`src/rtl/vga_pixel_sink.sv`:
```
// -----------------------------------------------------------------------------
// vga_pixel_sink
//
// Receiving end of the pixel-write stream produced by the drawing blocks.
// Incoming writes are buffered in a small FIFO. Each entry is range-checked
// when it is popped. In-range entries are turned into a linear framebuffer
// address (y*H_RES + x) and drive the single write port of the 160x120 video
// memory. The block can also fill the whole screen with one colour.
//
// Optional feature:
//   `define VGA_SINK_DROP_CNT_EN  adds a saturating 16-bit drop_count output.
//   The counter counts popped out-of-range pixels and writes discarded on
//   overflow. When the macro is not defined, the port and the counter are
//   absent.
//
// Ports:
//   clk           in   system clock, rising edge
//   reset         in   asynchronous active-high reset
//   wr_en         in   pixel write request
//   wr_coords     in   {x[7:0], y[6:0]}
//   wr_colour     in   RGB 3:3:3 pixel colour
//   wr_ready      out  a write presented this cycle is accepted
//   clear_go      in   one-cycle request to fill the screen
//   clear_colour  in   fill colour, sampled together with clear_go
//   clear_done    out  one-cycle pulse after the last clear write
//   busy          out  FIFO non-empty, clear pending/active or write in flight
//   overflow      out  sticky: a write was presented while wr_ready was low
//   mem_we        out  framebuffer write strobe (registered)
//   mem_addr      out  framebuffer address (registered)
//   mem_data      out  framebuffer write data (registered)
//   drop_count    out  (VGA_SINK_DROP_CNT_EN only) saturating drop counter
// -----------------------------------------------------------------------------
module vga_pixel_sink #(
    parameter int unsigned DEPTH = 8,
    parameter int unsigned H_RES = 160,
    parameter int unsigned V_RES = 120
) (
    input  logic        clk,
    input  logic        reset,
    input  logic        wr_en,
    input  logic [14:0] wr_coords,
    input  logic [8:0]  wr_colour,
    output logic        wr_ready,
    input  logic        clear_go,
    input  logic [8:0]  clear_colour,
    output logic        clear_done,
    output logic        busy,
    output logic        overflow,
    output logic        mem_we,
    output logic [14:0] mem_addr,
    output logic [8:0]  mem_data
`ifdef VGA_SINK_DROP_CNT_EN
    ,
    output logic [15:0] drop_count
`endif
);

    localparam int unsigned AW       = $clog2(DEPTH);
    localparam logic [14:0] LAST_IDX = 15'(H_RES * V_RES - 1);
    localparam logic [AW:0] PTR_ONE  = {{AW{1'b0}}, 1'b1};

    typedef enum logic [1:0] {
        ST_IDLE  = 2'd0,
        ST_CLEAR = 2'd1,
        ST_DONE  = 2'd2
    } state_t;

    // ------------------------------------------------------------------
    // FIFO. The pointers carry one extra wrap bit, so full and empty can be
    // told apart without a separate occupancy counter.
    // ------------------------------------------------------------------
    logic [23:0] fifo_mem [DEPTH];
    logic [AW:0] wr_ptr_q, wr_ptr_d;
    logic [AW:0] rd_ptr_q, rd_ptr_d;
    logic        fifo_empty;
    logic        fifo_full;
    logic        push;
    logic        pop;

    state_t      state_q;
    logic        clear_pending_q;
    logic [8:0]  clear_colour_q;
    logic [14:0] clr_cnt_q;
    logic        mem_we_q;
    logic [14:0] mem_addr_q;
    logic [8:0]  mem_data_q;
    logic        clear_done_q;
    logic        overflow_q;

    assign fifo_empty = (wr_ptr_q == rd_ptr_q);
    assign fifo_full  = (wr_ptr_q[AW] != rd_ptr_q[AW]) &&
                        (wr_ptr_q[AW-1:0] == rd_ptr_q[AW-1:0]);

    // wr_ready depends only on registered state. A pop therefore frees a slot
    // for the next cycle, not for the current one. There is no pass-through.
    assign wr_ready = !fifo_full && !clear_pending_q && (state_q != ST_CLEAR);
    assign push     = wr_en && wr_ready;
    assign pop      = (state_q == ST_IDLE) && !fifo_empty;

    always_comb begin
        wr_ptr_d = wr_ptr_q;
        rd_ptr_d = rd_ptr_q;
        if (push) begin
            wr_ptr_d = wr_ptr_q + PTR_ONE;
        end
        if (pop) begin
            rd_ptr_d = rd_ptr_q + PTR_ONE;
        end
    end

    always_ff @(posedge clk or posedge reset) begin
        if (reset) begin
            wr_ptr_q <= '0;
            rd_ptr_q <= '0;
        end else begin
            wr_ptr_q <= wr_ptr_d;
            rd_ptr_q <= rd_ptr_d;
        end
    end

    // The storage has no reset. Only entries between the pointers are ever used.
    always_ff @(posedge clk) begin
        if (push) begin
            fifo_mem[wr_ptr_q[AW-1:0]] <= {wr_coords, wr_colour};
        end
    end

    // ------------------------------------------------------------------
    // Head entry decode: range check and linear address.
    // ------------------------------------------------------------------
    logic [23:0] head;
    logic [7:0]  head_x;
    logic [6:0]  head_y;
    logic [8:0]  head_col;
    logic        head_in_range;
    logic [14:0] head_addr;

    assign head          = fifo_mem[rd_ptr_q[AW-1:0]];
    assign head_x        = head[23:16];
    assign head_y        = head[15:9];
    assign head_col      = head[8:0];
    assign head_in_range = (32'(head_x) < H_RES) && (32'(head_y) < V_RES);
    // Largest in-range result is H_RES*V_RES-1, so 15 bits are always enough.
    assign head_addr     = 15'(32'(head_y) * H_RES + 32'(head_x));

    // ------------------------------------------------------------------
    // Control FSM with registered memory-port outputs.
    // ------------------------------------------------------------------
    always_ff @(posedge clk or posedge reset) begin
        if (reset) begin
            state_q         <= ST_IDLE;
            clear_pending_q <= 1'b0;
            clear_colour_q  <= '0;
            clr_cnt_q       <= '0;
            mem_we_q        <= 1'b0;
            mem_addr_q      <= '0;
            mem_data_q      <= '0;
            clear_done_q    <= 1'b0;
        end else begin
            mem_we_q     <= 1'b0;
            clear_done_q <= 1'b0;

            // A clear request is taken once. Repeats are ignored until the
            // current clear has finished.
            if (clear_go && !clear_pending_q && (state_q != ST_CLEAR)) begin
                clear_pending_q <= 1'b1;
                clear_colour_q  <= clear_colour;
            end

            case (state_q)
                ST_IDLE: begin
                    if (pop) begin
                        // An out-of-range entry is consumed without a write.
                        mem_we_q <= head_in_range;
                        if (head_in_range) begin
                            mem_addr_q <= head_addr;
                            mem_data_q <= head_col;
                        end
                    end else if (clear_pending_q && fifo_empty) begin
                        state_q   <= ST_CLEAR;
                        clr_cnt_q <= '0;
                    end
                end
                ST_CLEAR: begin
                    mem_we_q   <= 1'b1;
                    mem_addr_q <= clr_cnt_q;
                    mem_data_q <= clear_colour_q;
                    if (clr_cnt_q == LAST_IDX) begin
                        state_q <= ST_DONE;
                    end else begin
                        clr_cnt_q <= clr_cnt_q + 15'd1;
                    end
                end
                ST_DONE: begin
                    clear_done_q    <= 1'b1;
                    clear_pending_q <= 1'b0;
                    state_q         <= ST_IDLE;
                end
                default: begin
                    state_q <= ST_IDLE;
                end
            endcase
        end
    end

    always_ff @(posedge clk or posedge reset) begin
        if (reset) begin
            overflow_q <= 1'b0;
        end else if (wr_en && !wr_ready) begin
            overflow_q <= 1'b1;
        end
    end

    assign mem_we     = mem_we_q;
    assign mem_addr   = mem_addr_q;
    assign mem_data   = mem_data_q;
    assign clear_done = clear_done_q;
    assign overflow   = overflow_q;
    assign busy       = !fifo_empty || clear_pending_q || (state_q != ST_IDLE) || mem_we_q;

`ifdef VGA_SINK_DROP_CNT_EN
    // A popped out-of-range pixel and an overflow discard can occur in the
    // same cycle. Both are counted, so the step can be 2.
    logic [15:0] drop_cnt_q;
    logic [1:0]  drop_inc;
    logic [16:0] drop_sum;

    assign drop_inc = {1'b0, pop && !head_in_range} + {1'b0, wr_en && !wr_ready};
    assign drop_sum = {1'b0, drop_cnt_q} + {15'd0, drop_inc};

    always_ff @(posedge clk or posedge reset) begin
        if (reset) begin
            drop_cnt_q <= '0;
        end else begin
            drop_cnt_q <= drop_sum[16] ? 16'hFFFF : drop_sum[15:0];
        end
    end

    assign drop_count = drop_cnt_q;
`endif

endmodule

```
`config.mk`:
```
export PLATFORM = sky130hd
export DESIGN_NAME = vga_pixel_sink
export DESIGN_NICKNAME = d
export VERILOG_FILES = /design/src/rtl/vga_pixel_sink.sv
export SDC_FILE = /design/constraint.sdc
export NUM_CORES = 1
export LEC_CHECK = 0
export ABC_AREA = 1
export CORE_ASPECT_RATIO = 1.4
export CORE_MARGIN = 10
export CORE_UTILIZATION = 50
export DETAILED_ROUTE_END_ITERATION = 16
export PLACE_DENSITY = 0.67
export SETUP_SLACK_MARGIN = 0.4
export SKIP_LAST_GASP = 1
export SLEW_MARGIN = 15
export SYNTH_ARGS = -nofsm -noshare
export SYNTH_HDL_FRONTEND = slang
export SYNTH_SLANG_ARGS = --single-unit
```
`constraint.sdc`:
```
create_clock -name clk -period 5.6 [get_ports clk]
set_input_delay 0.84 -clock clk [delete_from_list [all_inputs] [get_ports clk]]
set_output_delay 0.84 -clock clk [all_outputs]
set_load 0.01 [all_outputs]
```
==> run summary <==
Hold Startpoint: state_q[0]
number of flops mapped to enable cells by yosys: 192
PostCTS Resize Cnt: 0
Synth Flop Type: edfxtp_1
I/O Pins: 66
Critical Path AT: 4460 ps
CP required: 6010 ps
largest fanout on the critical path: 78
synthesized flop and latch total: 254
flop-to-flop setup slack: 1550 ps
critical path cell sequence: buf_4, o21ai_0, o22ai_1, inv_1, o21ai_1, ha_1, ha_1, inv_1, fa_1, inv_1, nand3_1, nor2_1, nand3_1, nand3_1, o21ai_0, nand2_1, nand2_1
dpl cells: 1373
antenna violations before repair: 0
Die Wd: 147 um
P per Cell Area: 592 nW/um^2
YS warnings: 0
Clock Skew: 9.83 ps
DR WL/cell: 17.9 um
Area Overhead vs Synth: 15.5%
slew margin rel.: 33.9%
gpl congestion: 0.870
Setup Crit Path Kind: flip-flop to flip-flop
Detailed Route Iter0 Violations: 531
clk slew on worst S/H paths: 60 ps
placed inst area: 12200 sq um
final worst path period need: 4050 ps
Final Max Tran Viols: 0
pin count of the biggest net entering global routing: 98
Highest Clock Rate: 0.247 GHz
Slowest-stage cell, CP: buf_4
Final Hold Fails: 0
FF-to-FF path depth: 17
P_leak: 5.11 nW
vias per inst: 5.32
Final Core Density: 58.2%
layout cell share with drive strength beyond 1: 9.77%
die area: 29200 sq um
Yosys top cell by area: edfxtp_1
total power: 0.00774 W
syn_nets: 1100
Final HPWL DP: 16.0 mm
most frequent cells in the layout: nand2_1, edfxtp_1, nor2_1, o21ai_0, nand3_1
Hold Path Depth: 1
Hold Path Class: flip-flop to flip-flop
Worst path top cell family by delay: adder cells
Reg2Reg Launch Point: rd_ptr_q[0]
final WL: 25.4 mm
design area: 13100 sq um
Setup Buffers After CTS: 0
Synth cell types: 41
PortBufs: 65
unrepaired setup endpoints after global routing: false
GR Layer Usage met2: 30.8%
Clock Sinks: 254
Buf+Inv Stages, Crit Path: 4
Tightest Pin Transition: 990 ps
CTS tree: yes
VDD IR max: 0.311 mV
core footprint: 22400 sq um
CP peak stage delay: 670 ps
vias in the first global route: 7366
Clk Latency, worst-skew pair: 520 ps
# Max-Cap Violations: 0
gr busiest metal: met2
crit path launch type: flip-flop
Syn Std Cell Area: 11300 sq um
Post-synth ARST share: 24.4%
setup violators final: 0
GR Util met3: 2.83%
grt met1 use: 20.8%
CTS Hold Bufs: 0
root buf cell: clkbuf_16
commonest non-fill, non-tap cell in the layout: nand2_1
total grt overflow: 0
Rows: 65
status: finished, final reports clean
Via Count: 7541
fin nets: 1153
DRC violations left: 0
die span in y: 198 um
Finished Layout Cells: 1417
final worst-path cycle share: 72.4%
reg-to-reg endpoint: mem_addr[12]
Initial Util: 50.4%
global-route wire length before repair: 40.2 mm
TritonRoute pass-1 iters: 5
diodes inserted: 0
Syn Inst Count: 1045
synth top area cells: edfxtp_1, dfrtp_1, nand2_1
Routed Antenna Nets: 0
total CTS buffers: 24
Synth top area share: 50.9%
sequential-to-total area share from yosys stat: 64.6%
clock buffer depth: 3
# H-tree levels: 1
Fillers: 1872
final setup TNS: 0 ps
endpoint class of the critical path: flip-flop
GRT Total Usage: 17.1%
Synth Area per Inst: 10.8 sq um
hold worst-path end: clear_done
registers in the layout, summed over array words and instances, names as in the netlist:
name             cells
fifo_mem           192
clr_cnt_q           15
mem_addr            15
clear_colour_q       9
mem_data             9
rd_ptr_q             4
wr_ptr_q             4
state_q              2
clear_done           1
clear_pending_q      1
mem_we               1
overflow             1
synth_stat cells, drive strengths merged, types with 2 or more instances:
library cell	number
ha	16
inv	84
nand3	85
a31oi	10
nand4	10
o22ai	39
clkbuf	23
nand2	216
nand3b	3
dfrtp	62
o21ai	104
mux2	9
xor2	14
a21oi	5
nor3	7
nor2	124
or2	2
buf	29
xnor2	4
fa	2
edfxtp	192
per-stage QoR:
stage	hold slack [ps]	setup slack (ps)
detailed placement	471	1640
finish	477	1550
global placement	460	1770
global route	498	1210
CTS	482	1630
floorplan	457	2460
worst max path at each step:
stage                      from            to  slack [ps]  cells past startpoint
floorplan           rd_ptr_q[0]  mem_addr[13]        2460                     23
global placement    rd_ptr_q[0]  mem_addr[13]        1770                     20
detailed placement  rd_ptr_q[0]  mem_addr[12]        1640                     17
CTS                 rd_ptr_q[0]  mem_addr[12]        1630                     17
global route        rd_ptr_q[0]  mem_addr[13]        1210                     20
finish              rd_ptr_q[0]  mem_addr[12]        1550                     17
metal layers:
metal	vias to the layer above	share of wire, %
li1	3702	-
met4	0	1.7
met5	-	0
met1	3623	41
met2	183	52
met3	33	5.3
layout make-up:
type / instances / area, sq um / area share (%)
multi-input cells: 655 / 3400 / 26.0
clock buffers: 28 / 637 / 4.87
inverters: 84 / 320 / 2.45
repair buffers: 79 / 756 / 5.78
clock inverters: 16 / 262 / 2.00
well taps: 301 / 377 / 2.88
flip-flops and latches: 254 / 7320 / 56.0
where the power goes:
group / leakage [nW] / total, W / switching (W) / internal (W)
clock network: 0.430 / 0.00182 / 0.000682 / 0.00114
logic: 2.17 / 0.00351 / 0.00228 / 0.00123
registers: 2.51 / 0.00240 / 0.000144 / 0.00226
total: 5.11 / 0.00774 / 0.00311 / 0.00463
worst reg2reg max path, cell delays in order, from the launching register on:
cell     delay (ps)
dfrtp_2         650
buf_4           680
o21ai_0         290
o22ai_1         180
inv_1            50
o21ai_1         270
ha_1            300
ha_1            210
inv_1           100
fa_1            440
inv_1            80
nand3_1          90
nor2_1          170
nand3_1         120
nand3_1          90
o21ai_0          80
nand2_1          90
nand2_1          50
kinds of logic (layout without fill, tap and decap cells):
logic type | Yosys count | in the layout | synth area share [%]
simple gates | 447 | 447 | 16.9
compound gates | 162 | 162 | 8.48
xor+xnor | 18 | 18 | 1.39
mux | 10 | 10 | 0.983
flops | 254 | 254 | 64.6
fa+ha+maj | 18 | 18 | 2.12
buf+inv | 136 | 207 | 5.47
Power figures use the tool's default switching activity.
